===== src/rtl/mxv_result_serializer.sv =====
// Serializes packed matrix-by-vector result words into one element per handshake.
// Define MXV_RESULT_OVERFLOW_STICKY_EN to hold overflow until start/reset instead of pulsing.
module mxv_result_serializer #(
  parameter int element_width = 32,
  parameter int no_of_units   = 8,
  parameter int fifo_depth    = 4
) (
  input  logic                                 clk,
  input  logic                                 reset,
  input  logic                                 start,
  input  logic [31:0]                          total_rows,
  input  logic                                 read_now,
  input  logic [no_of_units*element_width-1:0] mxv_result,
  output logic                                 out_valid,
  input  logic                                 out_ready,
  output logic [element_width-1:0]             out_data,
  output logic [31:0]                          out_index,
  output logic                                 busy,
  output logic                                 done,
  output logic                                 overflow,
  output logic [$clog2(fifo_depth):0]          fifo_level
);

  localparam int AW = (fifo_depth > 1) ? $clog2(fifo_depth) : 1;
  localparam int LW = $clog2(fifo_depth) + 1;
  localparam int EW = (no_of_units > 1) ? $clog2(no_of_units) : 1;
  localparam int WW = no_of_units * element_width;
  localparam logic [LW-1:0] FULL_LVL  = LW'(fifo_depth);
  localparam logic [AW-1:0] LAST_SLOT = AW'(fifo_depth - 1);
  localparam logic [EW-1:0] LAST_ELEM = EW'(no_of_units - 1);

  typedef enum logic [1:0] {IDLE, RUN, DONE} state_t;

  state_t        state, state_next;
  logic [WW-1:0] mem [fifo_depth];
  logic [AW-1:0] wr_ptr, rd_ptr;
  logic [LW-1:0] count;
  logic [EW-1:0] elem_ptr;
  logic [31:0]   total_q;
  logic [WW-1:0] head;
  logic          full, handshake, last_elem, last_row, pop, push, drop;

  assign full      = (count == FULL_LVL);
  assign out_valid = (state == RUN) && (count != '0);
  assign handshake = out_valid && out_ready;
  assign last_elem = (elem_ptr == LAST_ELEM);
  assign last_row  = handshake && (out_index == total_q - 32'd1);
  assign pop       = handshake && last_elem;
  // A full FIFO still accepts a word when the head word leaves on the same edge.
  assign push      = (state == RUN) && !start && read_now && (!full || pop);
  assign drop      = (state == RUN) && !start && read_now && full && !pop;
  assign busy      = (state == RUN);
  assign done      = (state == DONE);
  assign fifo_level = count;
  assign head      = mem[rd_ptr];

  // Element 0 sits in the most significant slice of the word.
  always_comb begin
    out_data = '0;
    for (int unsigned j = 0; j < no_of_units; j++) begin
      if (out_valid && elem_ptr == EW'(j))
        out_data = head[(no_of_units-1-j)*element_width +: element_width];
    end
  end

  always_ff @(posedge clk or negedge reset) begin
    if (!reset) state <= IDLE;
    else        state <= state_next;
  end

  always_comb begin
    state_next = state;
    if (start)
      state_next = (total_rows == '0) ? DONE : RUN;
    else if (state == RUN && last_row)
      state_next = DONE;
  end

  always_ff @(posedge clk) begin
    if (push) mem[wr_ptr] <= mxv_result;
  end

  always_ff @(posedge clk or negedge reset) begin
    if (!reset) begin
      wr_ptr    <= '0;
      rd_ptr    <= '0;
      count     <= '0;
      elem_ptr  <= '0;
      out_index <= '0;
      total_q   <= '0;
      overflow  <= 1'b0;
    end else if (start) begin
      wr_ptr    <= '0;
      rd_ptr    <= '0;
      count     <= '0;
      elem_ptr  <= '0;
      out_index <= '0;
      total_q   <= total_rows;
      overflow  <= 1'b0;
    end else begin
`ifdef MXV_RESULT_OVERFLOW_STICKY_EN
      if (drop) overflow <= 1'b1;
`else
      overflow <= drop;
`endif
      if (handshake) out_index <= out_index + 32'd1;
      if (last_row) begin
        wr_ptr   <= '0;
        rd_ptr   <= '0;
        count    <= '0;
        elem_ptr <= '0;
      end else begin
        if (push) wr_ptr <= (wr_ptr == LAST_SLOT) ? '0 : wr_ptr + 1'b1;
        if (pop)  rd_ptr <= (rd_ptr == LAST_SLOT) ? '0 : rd_ptr + 1'b1;
        if (handshake) elem_ptr <= last_elem ? '0 : elem_ptr + 1'b1;
        count <= count + LW'(push) - LW'(pop);
      end
    end
  end

endmodule


===== config.mk =====
export PLATFORM = sky130hd
export DESIGN_NAME = mxv_result_serializer
export DESIGN_NICKNAME = d
export VERILOG_FILES = /design/src/rtl/mxv_result_serializer.sv
export SDC_FILE = /design/constraint.sdc
export NUM_CORES = 1
export LEC_CHECK = 0
export CORE_UTILIZATION = 35
export CTS_BUF_LIST = sky130_fd_sc_hd__clkbuf_8
export DETAILED_ROUTE_END_ITERATION = 10
export SYNTH_ARGS = -nofsm -noshare
export SYNTH_HDL_FRONTEND = slang
export SYNTH_SLANG_ARGS = --single-unit

===== constraint.sdc =====
create_clock -name clk -period 19.9 [get_ports clk]
set_input_delay 1.99 -clock clk [delete_from_list [all_inputs] [get_ports clk]]
set_output_delay 1.99 -clock clk [all_outputs]
set_load 0.005 [all_outputs]

# Yosys cells after proc, flatten, opt, wreduce, memory -nomap -nowiden
# Memory sizes are Yosys's and may differ from the RTL's.
# Index checks and enable logic that the tools add are counted.
# word_totals
word_cells,89
input_bits,293
mem_bits_rw,1024
memories,1
regBits,77
output_inout_bits,71
# mem_list
memory,depth,width,read_ports,rd_clocked_by_memory_dff,write_ports,line_no,text
mem,4,256,1,0,1,35,logic [WW-1:0] mem [fifo_depth];
# op_classes
n_reduce_logical,30
add_sub_neg,7
eq_ne,13
muxes,30
# op_table
operator,n
32-bit two-way mux,10
"32-bit by 1-bit adder with 32-bit output, second input constant",1
32-bit == test,1
32-bit zero test,1
"32-bit by 1-bit subtractor with 32-bit output, second input constant",1
2-bit two-way mux,11
1-bit logical AND,18
3-bit two-way mux,6
"3-bit == test, second input constant",5
3-bit nonzero test,4
"2-bit == test, second input constant",3
"3-bit by 2-bit == test with 1-bit output, second input constant",2
"2-bit by 1-bit adder with 2-bit output, second input constant",2
2-bit nonzero test,2
3-bit by 1-bit adder with 3-bit output,1
"3-bit by 1-bit adder with 3-bit output, second input constant",1
"3-bit by 1-bit == test with 1-bit output, second input constant",1
1-bit zero test,3
3-bit zero test,1
1-bit two-way mux,3
3-bit by 1-bit subtractor with 3-bit output,1
"2-bit by 1-bit == test with 1-bit output, second input constant",1
1-bit logical OR,1

# Longest topological paths before layout
# Gate-level depths: netlist of the first run.
# logic_depth
depth_word,11
ltp_mapped,13
ltp_nobuf,12

# Worst setup path after synthesis of the first run
# Ideal clock, no wire load.
# synth_timing
path_kind,input -> register
from,input start
to,memory mem[0][0] (netlist name) (enable)
arrival_ns,8.351
path_stages,3
path_buffers,0
setup_ns,0.649
required_time_ns,19.251
slack_ns,10.900
cell_sequence,nand3b_1 a31oi_1 and2_1
# synth_between
elab_chain_cells,6
# synth_lines
element,line_no,text
start: declaration,10,"input logic start,"
1-bit zero test,50,assign push = (state == RUN) && !start && read_now && (!full || pop);
1-bit logical AND (3 in series),50,
1-bit two-way mux,80,if (push) mem[wr_ptr] <= mxv_result;
1-bit two-way mux (implied by the code),80,
end: declaration,35,
# Every way passes these cells.

# Worst setup path in the final report of the first run
# layout_timing
from,register rd_ptr[0]
to,output out_data[11]
# layout_between
elab_chain_cells,9
# layout_lines
element,line_no,text
start: declaration,36,"logic [AW-1:0] wr_ptr, rd_ptr;"
start signal: assignment,114,if (pop) rd_ptr <= (rd_ptr == LAST_SLOT) ? '0 : rd_ptr + 1'b1;
memory 4 x 256 bit *,--,
32-bit two-way mux (7 in series),61,if (out_valid && elem_ptr == EW'(j))
32-bit two-way mux *,61,
end: declaration,16,"output logic [element_width-1:0] out_data,"
# Every way passes the cells marked *; elsewhere a longest branch is shown, timed or not.

==> flow_summary.ini, run 1 <==
[synth]
synth_top_flop_cell = edfxtp_1
postSynthAreaPerCell_um2 = 19.9
yosys_warnings = 0
synth_edf_count = 1024
ys_ff_latch = 1101
netlist_area_um2 = 43400
yosysSeqAreaShare = 0.753
synth.distinct_cells = 61
synthCells = 2180
syn_nets = 2489
synthArstFlopShare = 0.0699

[power]
power_frac_seq = 0.560
p_clk_frac = 0.401
irDropWorstVdd_mv = 0.0638
p_switching_uw = 1010
internal-power_uw = 3600
p_comb_frac = 0.039
p_sw_frac = 0.219
p_leak_uw = 0.0164
power_density_nw_per_um2 = 88.2

[grt]
grt_usage = 0.177
grt_pass1_vias = 24355
grt_pass1_wl_um = 162000
overflow = 0
grt_max_degree = 153
antenna_found_initial = 58

[route]
routed_via_density = 5.16
num_vias = 22823
drcViolationCount = 0
drtPass1Iterations = 5
drt-total-wl_um = 111000
wire_per_inst_um = 25.0
dr.first_iter.drc_count = 1660
ant_nets = 0

[worst_setup_path]
startpoint_type = register
path_buf_inv = 4
rr_worst_depth = 8
crit_family = buffers and inverters
reg2reg_to = mem[0][2]
arrival_ns = 5.93
end_kind = primary output
reg2reg_slack_ns = 13.88
critPathSlowestCell = buf_4
slowest_delay_ns = 0.87
crit_top_cell = buf_4
critPathMaxFanout = 47
crit_chain = buf_4, buf_4, buf_4, mux4_2, a22oi_1, a211oi_1, a21oi_1, a21oi_1, clkdlybuf4s50_1
setup.worst_path.class = reg -> out
worstPathRequired_ns = 17.91
rr_startpoint = fifo_level[2]

[timing]
final.period_utilization = 0.398
fin_skew_ns = 0.0564
setup_violations = 0
setup_slack_ns = 11.98
tightest_slew_ns = 1.16
drv_slew = 0
tns_ns = 0
fin_crit_ns = 7.92
maxSlewHeadroom = 0.229
hold_violations = 0
fmax_mhz = 126
rsz0062_at_grt = false

[cts]
cts_root_buf = clkbuf_8
cts_tree = yes
cts-resized-gates = 0
cts_buffers = 181
clkTransAtPathRegs_ns = 0.06
htreeDepth = 4
ctsHoldBuffers = 0
clkLatencyLatePin_ns = 0.89
postCtsSetupRepairBufs = 0
cts.path.max_buffers = 3
clock_sinks = 1101

[finish]
nFillCells = 10696
nets = 2950
drive_above_1_share = 0.203
area_growth_syn_to_layout_pct = 20.6

[die]
fp.dieW_um = 354
core_area_um2 = 122000
start_util = 0.354
die_area_um2 = 125000
rows = 128
io_pins = 364
die_h_um = 354

[place]
dp_hpwl_um = 70200
io_buffer_count = 363
place_ws_ns = 12.59
globalplace.congestion = 0.858

[min_path]
worstHoldStart = state[1]
min_path_cells = 1
hold_path.class = reg -> reg
holdPathEnd = state[1]

[flow_run]
maxCapViolCount = 0

[run_status]
outcome = finished clean
[power by group through the flow]
stage	Combinational, uW	Clock (uW)	Sequential, uW
finish	182	1850	2580
global route	197	2010	2580
CTS	185	1910	2580
detailed placement	184	0	2630
global placement	178	0	2630
floorplan	67.8	0	2630
[worst max path at each step]
stage / from / endpoint / slack (ns) / cells past startpoint
6_report: rd_ptr[0] / out_data[11] / 11.98 / 9
5_1_grt: rd_ptr[0] / out_data[11] / 11.35 / 9
4_1_cts: rd_ptr[0] / out_data[7] / 11.64 / 9
3_5_place_dp: rd_ptr[0] / out_data[7] / 12.59 / 9
3_3_place_gp: rd_ptr[0] / out_data[7] / 12.62 / 9
2_1_floorplan: start / mem[0][0] / 10.90 / 3
[placed cells by master, fill, tap and decap left out, types with 4 or more instances in the layout]
master,netlist,layout
edfxtp_1,1024,1024
clkdlybuf4s50_1,0,361
mux4_2,256,256
clkbuf_8,0,182
inv_1,27,111
nor2_1,101,101
dfrtp_1,77,75
o21ai_0,59,59
a21oi_1,57,57
nand2_1,55,55
a211oi_1,45,45
xnor2_1,37,37
o22ai_1,34,34
clkinv_1,0,33
buf_4,0,33
a22oi_1,32,32
mux2_2,29,29
xor2_1,28,28
nor4_1,21,21
nor3_1,19,17
nand3_1,18,16
ha_1,15,15
nand4_1,14,14
clkinv_2,0,14
a221oi_1,11,11
o32ai_1,11,11
or3_1,11,11
diode_2,0,8
and3_1,9,8
bufinv_16,0,6
and2_4,0,5
nand3b_1,4,4
or4_1,4,4
or2_2,4,4
or4b_2,4,4
o31ai_1,4,4
clkinv_8,0,4
inv_16,0,4
[registers in the layout, summed over array words and instances, names as in the netlist]
register and flops:
total_q 32, fifo_level 3, mem 1024, elem_ptr 3, overflow 1, rd_ptr 2, state 2, wr_ptr 2
out_index 32
[per-stage QoR]
| stage | util | total power [uW] | hold slack (ns) | area [um2] | std cells |
|---|---|---|---|---|---|
| 2_1_floorplan | - | 2700 | 0.482 | 43400 | 2180 |
| 3_3_place_gp | 0.400 | 2810 | 0.502 | 48900 | 4083 |
| 3_5_place_dp | 0.400 | 2810 | 0.523 | 48900 | 4083 |
| 4_1_cts | 0.427 | 4680 | 0.536 | 52300 | 4416 |
| 5_1_grt | 0.428 | 4790 | 0.564 | 52300 | 4419 |
| 6_report | 0.428 | 4610 | 0.537 | 52300 | 4424 |
[cells by family after synthesis]
family / count (synthesis) / share of synthesized area
compound gates: 272 / 0.0405
xor+xnor: 65 / 0.0131
fa+ha+maj: 16 / 0.00479
buf+inv: 147 / 0.0135
flops: 1101 / 0.753
mux: 286 / 0.141
simple gates: 293 / 0.0340
[per-layer routing]
layer / up-vias / wire length [um] / track usage
li1: 10009 / - / -
met1: 11797 / 42500 / 0.208
met2: 687 / 53600 / 0.286
met3: 244 / 11300 / 0.0845
met4: 86 / 2770 / 0.0562
met5: - / 555 / 0
[synth_stat cells (all sizes together), types with 2 or more instances]
master	n	area (um2)
nor4	22	144
nand3	18	90.1
dfrtp	77	1930
xor2	28	245
a311oi	2	17.5
and3	9	56.3
mux4	256	5770
nand4b	3	26.3
nor2	101	379
mux2	29	327
a211oi	46	350
buf	39	180
nand3b	4	30.0
edfxtp	1024	30700
nor2b	3	18.8
inv	27	101
o2111ai	2	17.5
and2	8	50.1
nand4	14	87.6
and4	3	26.3
nor3b	3	22.5
or4b	4	40.0
o31ai	5	42.5
a21oi	57	285
a22oi	32	240
clkbuf	81	304
a221oi	11	96.3
nor3	19	95.1
o22ai	34	213
or3	12	80.1
or4	6	52.6
o21ai	60	300
nand2	55	206
or2	4	25.0
o31a	2	17.5
ha	15	188
o32ai	11	96.3
xnor2	37	324
o21a	2	15.0
a31oi	2	12.5
[layout make-up]
cell class | count | area (um2) | area share
clock inverters | 151 | 902 | 0.0172
flip-flops and latches | 1101 | 32700 | 0.625
clock buffers | 182 | 2500 | 0.0479
repair buffers | 398 | 3910 | 0.0747
inverters | 27 | 101 | 0.00194
diodes | 8 | 20.0 | 0.000383
multi-input cells | 932 | 10200 | 0.194
well taps | 1625 | 2030 | 0.0389
(Power assumes the default switching activity.)
==> inputs of run 2 (changes only) <==
==> constraint.sdc (replaced) <==
create_clock -name clk -period 8.2 [get_ports clk]
set_input_delay 0.82 -clock clk [delete_from_list [all_inputs] [get_ports clk]]
set_output_delay 0.82 -clock clk [all_outputs]
set_load 0.005 [all_outputs]
==> run 2 against run 1 <==
Compared with the run above: sequential power grew 140%; critical path depth shrank 1; total power grew 140%; critical path type unchanged; critical endpoint is now out_data[6].
==> flow_summary.ini, run 2 (synthesis results as in run 1) <==
[cts]
cts.path.max_buffers = 3
htreeDepth = 4
cts-resized-gates = 0
ctsHoldBuffers = 0
cts_tree = yes
clock_sinks = 1101
clkTransAtPathRegs_ns = 0.05
cts_buffers = 182
postCtsSetupRepairBufs = 0
clkLatencyLatePin_ns = 0.88
cts_root_buf = clkbuf_8

[min_path]
hold_path.class = in -> async

[run_status]
outcome = finished clean

[timing]
hold_violations = 0
final.period_utilization = 0.762
drv_slew = 0
fin_skew_ns = 0.0530
fin_hold_ws_ns = 0.242
tightest_slew_ns = 1.35
rsz0062_at_grt = false
fin_crit_ns = 6.25
maxSlewHeadroom = 0.0920
fmax_mhz = 160
setup_violations = 0
tns_ns = 0

[route]
drcViolationCount = 0
dr.first_iter.drc_count = 1581
drtPass1Iterations = 6
ant_nets = 0
wire_per_inst_um = 25.4
drt-total-wl_um = 112000
num_vias = 23068
routed_via_density = 5.24

[finish]
area_growth_syn_to_layout_pct = 20.4
largest_register_ffs = 1024
final_common_cell = edfxtp_1
drive_above_1_share = 0.200
final_cell_mix = edfxtp_1, clkdlybuf4s50_1, mux4_2
top_register = mem
nFillCells = 10790
reg_top3 = mem (1024), out_index (32), total_q (32)
nets = 2942

[place]
io_buffer_count = 363
dp_hpwl_um = 69800
globalplace.congestion = 0.911

[flow_run]
maxCapViolCount = 0

[grt]
antenna_found_initial = 56
overflow = 0
grt_usage = 0.179
grt_pass1_wl_um = 164000
grt_pass1_vias = 24577
grt_max_degree = 134

[die]
die_area_um2 = 125000
core_area_um2 = 122000
rows = 128
io_pins = 364
start_util = 0.354
die_h_um = 354
fp.dieW_um = 354

[worst_setup_path]
end_kind = primary output
arrival_ns = 5.43
worstPathRequired_ns = 7.38
startpoint_type = register
critPathMaxFanout = 32
setup.worst_path.class = reg -> out

[power]
power_density_nw_per_um2 = 212
irDropWorstVdd_mv = 0.152
p_leak_uw = 0.0162
run 2: changes by cell type in the layout (fill, tap and decap cells not counted), sizes merged:
cell,before,now
clkinv,51,53
diode,8,13
clkbuf,182,185
inv,119,101
bufinv,6,3
buf,37,28
clkinvlp,2,4
run 2: final timing paths:
path	to	start	slack, ns	depth (start not counted)
hold reg to reg	state[1]	state[1]	0.52	1
setup reg to reg	mem[3][140]	fifo_level[2]	3.86	7
max in group asynchronous	rd_ptr[0]	reset	7.17	2
setup / recovery	out_data[6]	fifo_level[2]	1.95	8
hold / removal	total_q[19]	reset	0.24	2
min in group clk	state[1]	state[1]	0.52	1
run 2: routing by layer:
metal,up-vias,GRT usage,share of wire
li1,9984,-,-
met1,11963,0.212,0.38
met4,72,0.0556,0.023
met5,-,0,0.0042
met2,806,0.298,0.50
met3,243,0.0696,0.092
run 2: where the power goes:
| group | switching, uW | internal (uW) |
|---|---|---|
| logic | 217 | 228 |
| clock network | 2180 | 2200 |
| registers | 41.6 | 6230 |
| total | 2430 | 8660 |
run 2: area by class of cell:
| class | count | area (um2) | share of cell area |
|---|---|---|---|
| antenna | 13 | 32.5 | 0.000623 |
| tap | 1625 | 2030 | 0.0389 |
| multi-input combinational | 932 | 10200 | 0.195 |
| sequential | 1101 | 32700 | 0.626 |
| inverter | 27 | 101 | 0.00194 |
| clock buffer | 185 | 2550 | 0.0488 |
| clock inverter | 134 | 708 | 0.0136 |
| timing repair buffer | 389 | 3940 | 0.0755 |
run 2: stage by stage:
step                      instance area [um2]  instances  total power, uW  utilization  worst slack [ns]
after floorplan                         43400       2180             6550            -            0.0745
after global placement                  48900       4074             6810        0.400              2.87
after detailed placement                48900       4074             6830        0.400              2.80
after CTS                               52200       4393            11200        0.427              1.80
after global routing                    52200       4396            11500        0.427              1.60
final                                   52200       4406            11100        0.427              1.95
run 2: critical path, stage by stage, from the launching register on:
cell,delay [ns]
dfrtp_1,0.43
nor3_1,0.17
nor2_1,0.70
and3_2,1.04
a22oi_1,0.32
a211oi_1,0.62
a211oi_1,0.22
o32ai_1,0.46
clkdlybuf4s50_1,0.58
